$ cat config.mk
export PLATFORM = sky130hd
export DESIGN_NAME = ppu_spr_eval
export DESIGN_NICKNAME = d
export VERILOG_FILES = /design/src/rtl/ppu_spr_eval.sv
export SDC_FILE = /design/constraint.sdc
export NUM_CORES = 1
export LEC_CHECK = 0
export ABC_AREA = 1
export CAP_MARGIN = 20
export CORE_MARGIN = 10
export CORE_UTILIZATION = 38
export CTS_CLUSTER_DIAMETER = 80
export DETAILED_ROUTE_END_ITERATION = 7
export SLEW_MARGIN = 20
export SYNTH_ARGS = -nofsm -noshare
export SYNTH_HDL_FRONTEND = slang
export SYNTH_SLANG_ARGS = --single-unit
export TNS_END_PERCENT = 10
$ cat constraint.sdc
create_clock -name i_ppu_clk -period 5.2 [get_ports i_ppu_clk]
set_input_delay 1.04 -clock i_ppu_clk [delete_from_list [all_inputs] [get_ports i_ppu_clk]]
set_output_delay 1.04 -clock i_ppu_clk [all_outputs]
set_load 0.05 [all_outputs]
$ cat src/rtl/ppu_spr_eval.sv
// ppu_spr_eval -- per-scanline sprite evaluation engine (i_ppu_clk domain).
//
// Scans all OAM entries through a RAM read port with a registered address, and
// keeps up to P_MAX_SPR in-range sprites, in OAM order, in a secondary buffer.
// It reports the hit count, an exact overflow flag and sprite-0 presence.
//
// Ports:
//   i_ppu_clk, i_ppu_rstn   clock, asynchronous active-low reset
//   i_start                 one-cycle start pulse (ignored while not idle)
//   i_line, i_spr_16        target scanline / 8x16 mode, sampled with i_start
//   o_oam_addr              OAM word address (to RAM address_b)
//   i_oam_rdata             OAM word {X, attr, tile, Y}, one cycle after address
//   o_busy, o_done          scan in progress / one-cycle results-valid pulse
//   o_spr_cnt, o_ovfl       sprites stored / more than P_MAX_SPR in range
//   o_spr0_in               OAM entry 0 was in range
//   i_rd_idx                secondary buffer read slot
//   o_rd_spr, o_rd_row      stored word and sprite row (line - Y)
//   o_rd_is0                slot holds OAM entry 0
module ppu_spr_eval #(
  parameter int unsigned P_MAX_SPR = 8,
  parameter int unsigned P_OAM_AW  = 6,
  localparam int unsigned L_IW = (P_MAX_SPR > 1) ? $clog2(P_MAX_SPR) : 1,
  localparam int unsigned L_CW = $clog2(P_MAX_SPR + 1)
) (
  input  logic                i_ppu_clk,
  input  logic                i_ppu_rstn,
  input  logic                i_start,
  input  logic [7:0]          i_line,
  input  logic                i_spr_16,
  output logic [P_OAM_AW-1:0] o_oam_addr,
  input  logic [31:0]         i_oam_rdata,
  output logic                o_busy,
  output logic                o_done,
  output logic [L_CW-1:0]     o_spr_cnt,
  output logic                o_ovfl,
  output logic                o_spr0_in,
  input  logic [L_IW-1:0]     i_rd_idx,
  output logic [31:0]         o_rd_spr,
  output logic [3:0]          o_rd_row,
  output logic                o_rd_is0
);

  typedef enum logic [1:0] {S_IDLE, S_SCAN, S_DONE} state_t;

  state_t              state_q;
  logic [7:0]          line_q;
  logic                s16_q;
  logic [P_OAM_AW-1:0] addr_q;
  logic                iss_done_q;   // last address has been issued
  logic                p_v_q;        // i_oam_rdata carries entry p_idx_q
  logic [P_OAM_AW-1:0] p_idx_q;
  logic                busy_q;
  logic                done_q;
  logic [L_CW-1:0]     cnt_q;
  logic                ovfl_q;
  logic                spr0_q;

  logic [31:0] spr_q [P_MAX_SPR];
  logic [3:0]  row_q [P_MAX_SPR];
  logic        is0_q [P_MAX_SPR];

  logic [8:0] diff;
  logic       in_rng;
  logic       hit;
  logic       room;
  logic       last;

  // No wrap-around: a borrow out of line - Y (Y > line) is a miss.
  always_comb begin
    diff   = {1'b0, line_q} - {1'b0, i_oam_rdata[7:0]};
    in_rng = !diff[8] && (s16_q ? (diff[7:4] == 4'd0) : (diff[7:3] == 5'd0));
    hit    = p_v_q && in_rng;
    room   = (cnt_q < L_CW'(P_MAX_SPR));
    last   = p_v_q && (p_idx_q == '1);
  end

  always_ff @(posedge i_ppu_clk or negedge i_ppu_rstn) begin
    if (!i_ppu_rstn) begin
      state_q    <= S_IDLE;
      line_q     <= '0;
      s16_q      <= 1'b0;
      addr_q     <= '0;
      iss_done_q <= 1'b0;
      p_v_q      <= 1'b0;
      p_idx_q    <= '0;
      busy_q     <= 1'b0;
      done_q     <= 1'b0;
      cnt_q      <= '0;
      ovfl_q     <= 1'b0;
      spr0_q     <= 1'b0;
      for (int unsigned i = 0; i < P_MAX_SPR; i++) begin
        spr_q[i] <= '1;
        row_q[i] <= '0;
        is0_q[i] <= 1'b0;
      end
    end else begin
      done_q <= 1'b0;
      case (state_q)
        S_IDLE: begin
          if (i_start) begin
            line_q     <= i_line;
            s16_q      <= i_spr_16;
            cnt_q      <= '0;
            ovfl_q     <= 1'b0;
            spr0_q     <= 1'b0;
            addr_q     <= '0;
            iss_done_q <= 1'b0;
            p_v_q      <= 1'b0;
            busy_q     <= 1'b1;
            state_q    <= S_SCAN;
            for (int unsigned i = 0; i < P_MAX_SPR; i++) begin
              spr_q[i] <= '1;
              row_q[i] <= '0;
              is0_q[i] <= 1'b0;
            end
          end
        end
        S_SCAN: begin
          // Address issued this cycle is registered by the RAM at this edge;
          // its data is evaluated at the following edge.
          p_v_q   <= !iss_done_q;
          p_idx_q <= addr_q;
          if (addr_q == '1) begin
            iss_done_q <= 1'b1;
          end else begin
            addr_q <= addr_q + P_OAM_AW'(1);
          end

          if (hit) begin
            if (room) begin
              for (int unsigned i = 0; i < P_MAX_SPR; i++) begin
                if (cnt_q == L_CW'(i)) begin
                  spr_q[i] <= i_oam_rdata;
                  row_q[i] <= diff[3:0];
                  is0_q[i] <= (p_idx_q == '0);
                end
              end
              cnt_q <= cnt_q + L_CW'(1);
            end else begin
              ovfl_q <= 1'b1;
            end
            if (p_idx_q == '0) begin
              spr0_q <= 1'b1;
            end
          end

          if (last) begin
            busy_q  <= 1'b0;
            state_q <= S_DONE;
          end
        end
        S_DONE: begin
          done_q  <= 1'b1;
          state_q <= S_IDLE;
        end
        default: state_q <= S_IDLE;
      endcase
    end
  end

  // Slots at or beyond P_MAX_SPR read back as the fill pattern.
  always_comb begin
    o_rd_spr = '1;
    o_rd_row = '0;
    o_rd_is0 = 1'b0;
    for (int unsigned i = 0; i < P_MAX_SPR; i++) begin
      if (i_rd_idx == L_IW'(i)) begin
        o_rd_spr = spr_q[i];
        o_rd_row = row_q[i];
        o_rd_is0 = is0_q[i];
      end
    end
  end

  assign o_oam_addr = addr_q;
  assign o_busy     = busy_q;
  assign o_done     = done_q;
  assign o_spr_cnt  = cnt_q;
  assign o_ovfl     = ovfl_q;
  assign o_spr0_in  = spr0_q;

endmodule

# After elaboration in Yosys (flattened, before gate mapping)
# Cells that the tools add are included.
classes:
  n_mux: 85
  n_eq_ne: 34
  addsub: 3
  magnitude_cmp: 1
  reduce_logical: 29
op_table:
  columns: ["op", "count"]
  rows:
  - ["256-bit two-way mux", 3]
  - ["32-bit two-way mux", 19]
  - ["256-bit case mux with 2 select lines", 1]
  - ["4-bit two-way mux", 19]
  - ["32-bit case mux with 2 select lines", 1]
  - ["5-bit AND reduction", 8]
  - ["2-bit != test, second input constant", 16]
  - ["1-bit two-way mux", 26]
  - ["8-bit two-way mux", 3]
  - ["4-bit by 3-bit equality test with 1-bit output, second input constant", 4]
  - ["8-bit case mux with 2 select lines", 1]
  - ["3-bit equality test, second input constant", 4]
  - ["6-bit equality test, second input constant", 2]
  - ["6-bit two-way mux", 2]
  - ["6-bit case mux with 2 select lines", 1]
  - ["4-bit AND reduction", 3]
  - ["1-bit case mux with 2 select lines", 5]
  - ["3-bit AND reduction", 3]
  - ["8-bit by 8-bit subtractor with 9-bit output", 1]
  - ["4-bit by 2-bit equality test with 1-bit output, second input constant", 2]
  - ["4-bit zero test", 2]
  - ["4-bit case mux with 2 select lines", 1]
  - ["6-bit by 1-bit adder with 6-bit output, second input constant", 1]
  - ["3-bit by 2-bit equality test with 1-bit output, second input constant", 2]
  - ["16 further kinds", 22]
word_totals:
  ff_bits: 329
  out_inout_bits: 51
  in_bits: 47

# Longest topological paths before layout
depth:
  word_depth: 9
  depth_mapped: 20
  depth_no_buf: 16

# Worst setup path before layout
# OpenSTA, ideal clock, no wires.
synth_path:
  path_type: "input port to output port"
  from: "input port i_rd_idx[1]"
  to: "output port o_rd_spr[10]"
  n_path_buf: 1
  arrival_time_ns: 3.423
  cell_stages: 6
  path_slack_ns: 0.737
  cell_sequence: "nor2_1 nand2_1 inv_1 buf_1 a21oi_1 nor4_1"
synth_between:
  elab_chain_cells: 9
  word_cells_on_any_way: 16
  classes_between: "eq/ne: 7; mux: 8; reduce/logical: 1"
synth_rtl:
  columns: ["element", "line_no", "rtl"]
  rows:
  - ["start: declaration", "37", "input logic [L_IW-1:0] i_rd_idx,"]
  - ["3-bit zero test", "167", "if (i_rd_idx == L_IW'(i)) begin"]
  - ["32-bit two-way mux (7 in series)", "167", null]
  - ["32-bit two-way mux *", "167", null]
  - ["end: declaration", "38", "output logic [31:0] o_rd_spr,"]
# Mark *: on every way between the ends. The rest lies on a longest branch, timed or not.

# Worst setup path after layout
layout_path:
  from: "input port i_rd_idx[0]"
  to: "output port o_rd_spr[5]"
# The elaborated chain is that of the path after synthesis.

==> results.py <==
metrics = {
    "clock_tree": {
        "worstSkewPairLatency_ps": 530,
        "cts_root_buffer": "clkbuf_16",
        "cts_setup_buffers": 0,
        "hold_buffers": 0,
        "cts_max_level": 2,
        "clkTransAtPathRegs_ps": 60,
        "cts_tree": "yes",
        "cts.sinks": 329,
        "cts_buffer_depth": 3,
        "cts-resized-gates": 0,
        "numCtsBuffers": 37,
    },
    "global_route": {
        "grt_antenna_before_repair": 0,
        "grt_max_degree": 140,
        "track_usage": 0.1722,
        "grt_pass1_vias": 12240,
        "overflow": 0,
        "grt_pass1_wl_um": 69570,
    },
    "critical_path": {
        "r2r_cells": 16,
        "cp-end-kind": "output pin",
        "crit_arrival_ps": 3650,
        "cp-start-kind": "input pin",
        "crit_required_ps": 4160,
        "criticalPathCategory": "in2out",
        "path_max_fanout": 13,
        "r2r_start": "line_q[0]",
        "rr_endpoint": "row_q[1]",
        "r2r_setup_slack_ps": 1920,
    },
    "sta": {
        "fmax_ghz": 0.2133,
        "finalSetupViolCount": 0,
        "min_period_over_period": 0.9016,
        "worst_slack_ps": 511.8,
        "fin_crit_ps": 4688,
        "tns_ps": 0,
        "slew_headroom": 0.4953,
        "rsz0062_at_grt": "no",
        "fin_skew_ps": 13.72,
        "tightest_slew_ps": 757.1,
        "finalHoldViolCount": 0,
        "maxSlewViolCount": 0,
    },
    "logic_synthesis": {
        "ys_seq_elements": 329,
        "yosys.cell_count.top_type": "nand2_1",
        "synth_seq_area_share": 0.5537,
        "syn-cell-area_um2": 15450,
        "synth_top_area_frac": 0.4354,
        "synthTopCellsByArea": "dfstp_2, nand2_1, dfrtp_1, o21ai_1, o21ai_0",
        "yosys-top-cells-count": "nand2_1, dfstp_2, nor2_1",
        "syn_area_per_cell_um2": 8.837,
        "synth_top_area_cell": "dfstp_2",
        "synthCells": 1748,
        "synth_ff_type": "dfstp_2",
        "synth_edf_count": 0,
        "synthArstFlopShare": 1.000,
        "synth_cell_types": 35,
        "syn-num-nets": 1809,
        "ys_warn_count": 0,
    },
    "placed_design": {
        "dp_slack_ps": 525.1,
        "place_hpwl_um": 25690,
        "place.gp.congestion": 0.7936,
        "port_buffers": 97,
        "post-place-cells": 2296,
    },
    "pwr": {
        "vdd_ir_drop_max_v": 0.0004021,
        "p_leak_uw": 0.008099,
        "swShare": 0.3676,
        "pwr-share-seq": 0.438,
        "p_sw_uw": 4366,
        "p_int_uw": 7512,
        "clock_power_share": 0.219,
        "power_frac_comb": 0.342,
        "powerDensity_nw_per_um2": 656.9,
        "power_uw": 11880,
    },
    "detailed_routing": {
        "drt_iter0_markers": 928,
        "drtAntennaViolNets": 0,
        "first_pass_iters": 5,
        "wl_per_cell_um": 18.12,
        "drt-total-wl_um": 42830,
        "vias_per_cell": 5.183,
        "drc": 0,
        "vias": 12250,
    },
    "floorplanning": {
        "floorplan.initialDensity": 0.3861,
        "dieArea_um2": 49120,
        "design.core.area_um2": 40010,
        "pin_count": 98,
        "die_width_um": 221.6,
        "placementRows": 73,
        "die_h_um": 221.6,
    },
    "finish": {
        "drive_above_1_share": 0.2403,
        "area_growth_pct": 17.05,
        "finalNonFillerCells": 2364,
        "antenna_cells": 0,
        "final_util": 0.4520,
        "fin_nets": 1871,
    },
    "worst_hold_path": {
        "hold_depth": 1,
        "hp-start": "iss_done_q",
        "min_path_type": "reg2reg",
        "hold_end": "p_v_q",
    },
    "flow_run": {
        "max_cap_violations": 0,
    },
    "outcome": {
        "status": "complete, no violations",
    },
}
[layer usage]
metal | wire length [um] | track usage | share of wire | up-vias
met5 | 0 | 0 | 0 | -
met4 | 703 | 0.03892 | 0.016 | 0
met3 | 2744 | 0.03691 | 0.064 | 55
met2 | 18880 | 0.2677 | 0.44 | 317
met1 | 20490 | 0.2401 | 0.48 | 5937
li1 | - | - | - | 5944
[flip-flops by register name, summed over array words and instances (netlist names)]
signal      flops
p_idx_q         6
o_done          1
o_busy          1
line_q          8
iss_done_q      1
p_v_q           1
o_spr_cnt       4
o_spr0_in       1
o_oam_addr      6
o_ovfl          1
s16_q           1
is0_q           8
row_q          32
spr_q         256
state_q         2
[layout by cell type, fill, tap and decap left out, types with 2 or more instances in the layout]
| master | count |
|---|---|
| buf_4 | 44 |
| nor2_1 | 170 |
| nand2_2 | 9 |
| inv_1 | 90 |
| nor4_1 | 23 |
| clkbuf_8 | 9 |
| buf_12 | 29 |
| o21ai_0 | 135 |
| nand2_1 | 488 |
| o221ai_1 | 19 |
| clkbuf_16 | 39 |
| clkbuf_1 | 10 |
| dfrtp_1 | 73 |
| clkinv_1 | 4 |
| nor2_2 | 3 |
| clkdlybuf4s50_1 | 59 |
| o21ai_1 | 159 |
| dfstp_2 | 256 |
| o21ai_2 | 25 |
| o22ai_1 | 19 |
| or2_2 | 15 |
| o31ai_1 | 6 |
| inv_2 | 2 |
| nand3_1 | 25 |
| ha_1 | 13 |
| a221oi_1 | 3 |
| clkinv_2 | 5 |
| o211ai_1 | 17 |
| nand4_1 | 47 |
| a21oi_1 | 24 |
| nor3_1 | 8 |
[critical path, cell delays in order]
cell and delay, ps:
clkdlybuf4s50_1 470, nand2_1 160, nor2_1 150, inv_1 420
buf_4 310, o21ai_0 100, o31ai_1 250, o21ai_0 110
o21ai_0 420, buf_12 200
[cells by family (layout without fill, tap and decap cells)]
family	count (synthesis)	after routing	synth area share
compound gates	410	410	0.1499
xor+xnor	1	1	0.0005671
fa+ha+maj	14	14	0.01183
buf+inv	204	295	0.07298
flops	329	329	0.5537
simple gates	790	790	0.2110
[metrics by stage]
stage          cell area, um2  hold WS, ps
3_3_place_gp            16860        444.2
4_1_cts                 18080        459.0
2_1_floorplan           15450        433.2
5_1_grt                 18080        474.7
6_report                18080        459.8
3_5_place_dp            16860        452.3
[worst max path at each step]
stage          slack (ps)            to         from
2_1_floorplan         740  o_rd_spr[10]  i_rd_idx[1]
3_5_place_dp          530   o_rd_spr[5]  i_rd_idx[0]
6_report              510   o_rd_spr[5]  i_rd_idx[0]
5_1_grt               340   o_rd_spr[6]  i_rd_idx[0]
3_3_place_gp          550   o_rd_spr[5]  i_rd_idx[0]
4_1_cts               520   o_rd_spr[5]  i_rd_idx[0]
[final cells by class]
class,instances,area [um2]
clock inverter,10,78.83
inverter,94,352.8
multi-input combinational,1215,5786
fill,3915,21920
clock buffer,58,1137
timing repair buffer,133,1516
sequential,329,8553
tap,525,656.9
[power by group through the flow]
| stage | Sequential (uW) | Combinational, uW | Clock, uW |
|---|---|---|---|
| after floorplan | 5200 | 2810 | 0 |
| after global placement | 5180 | 3990 | 0 |
| after detailed placement | 5220 | 4090 | 0 |
| after CTS | 5200 | 4100 | 2660 |
| after global routing | 5380 | 4590 | 2770 |
| final | 5210 | 4060 | 2610 |
(Power assumes the default switching activity.)
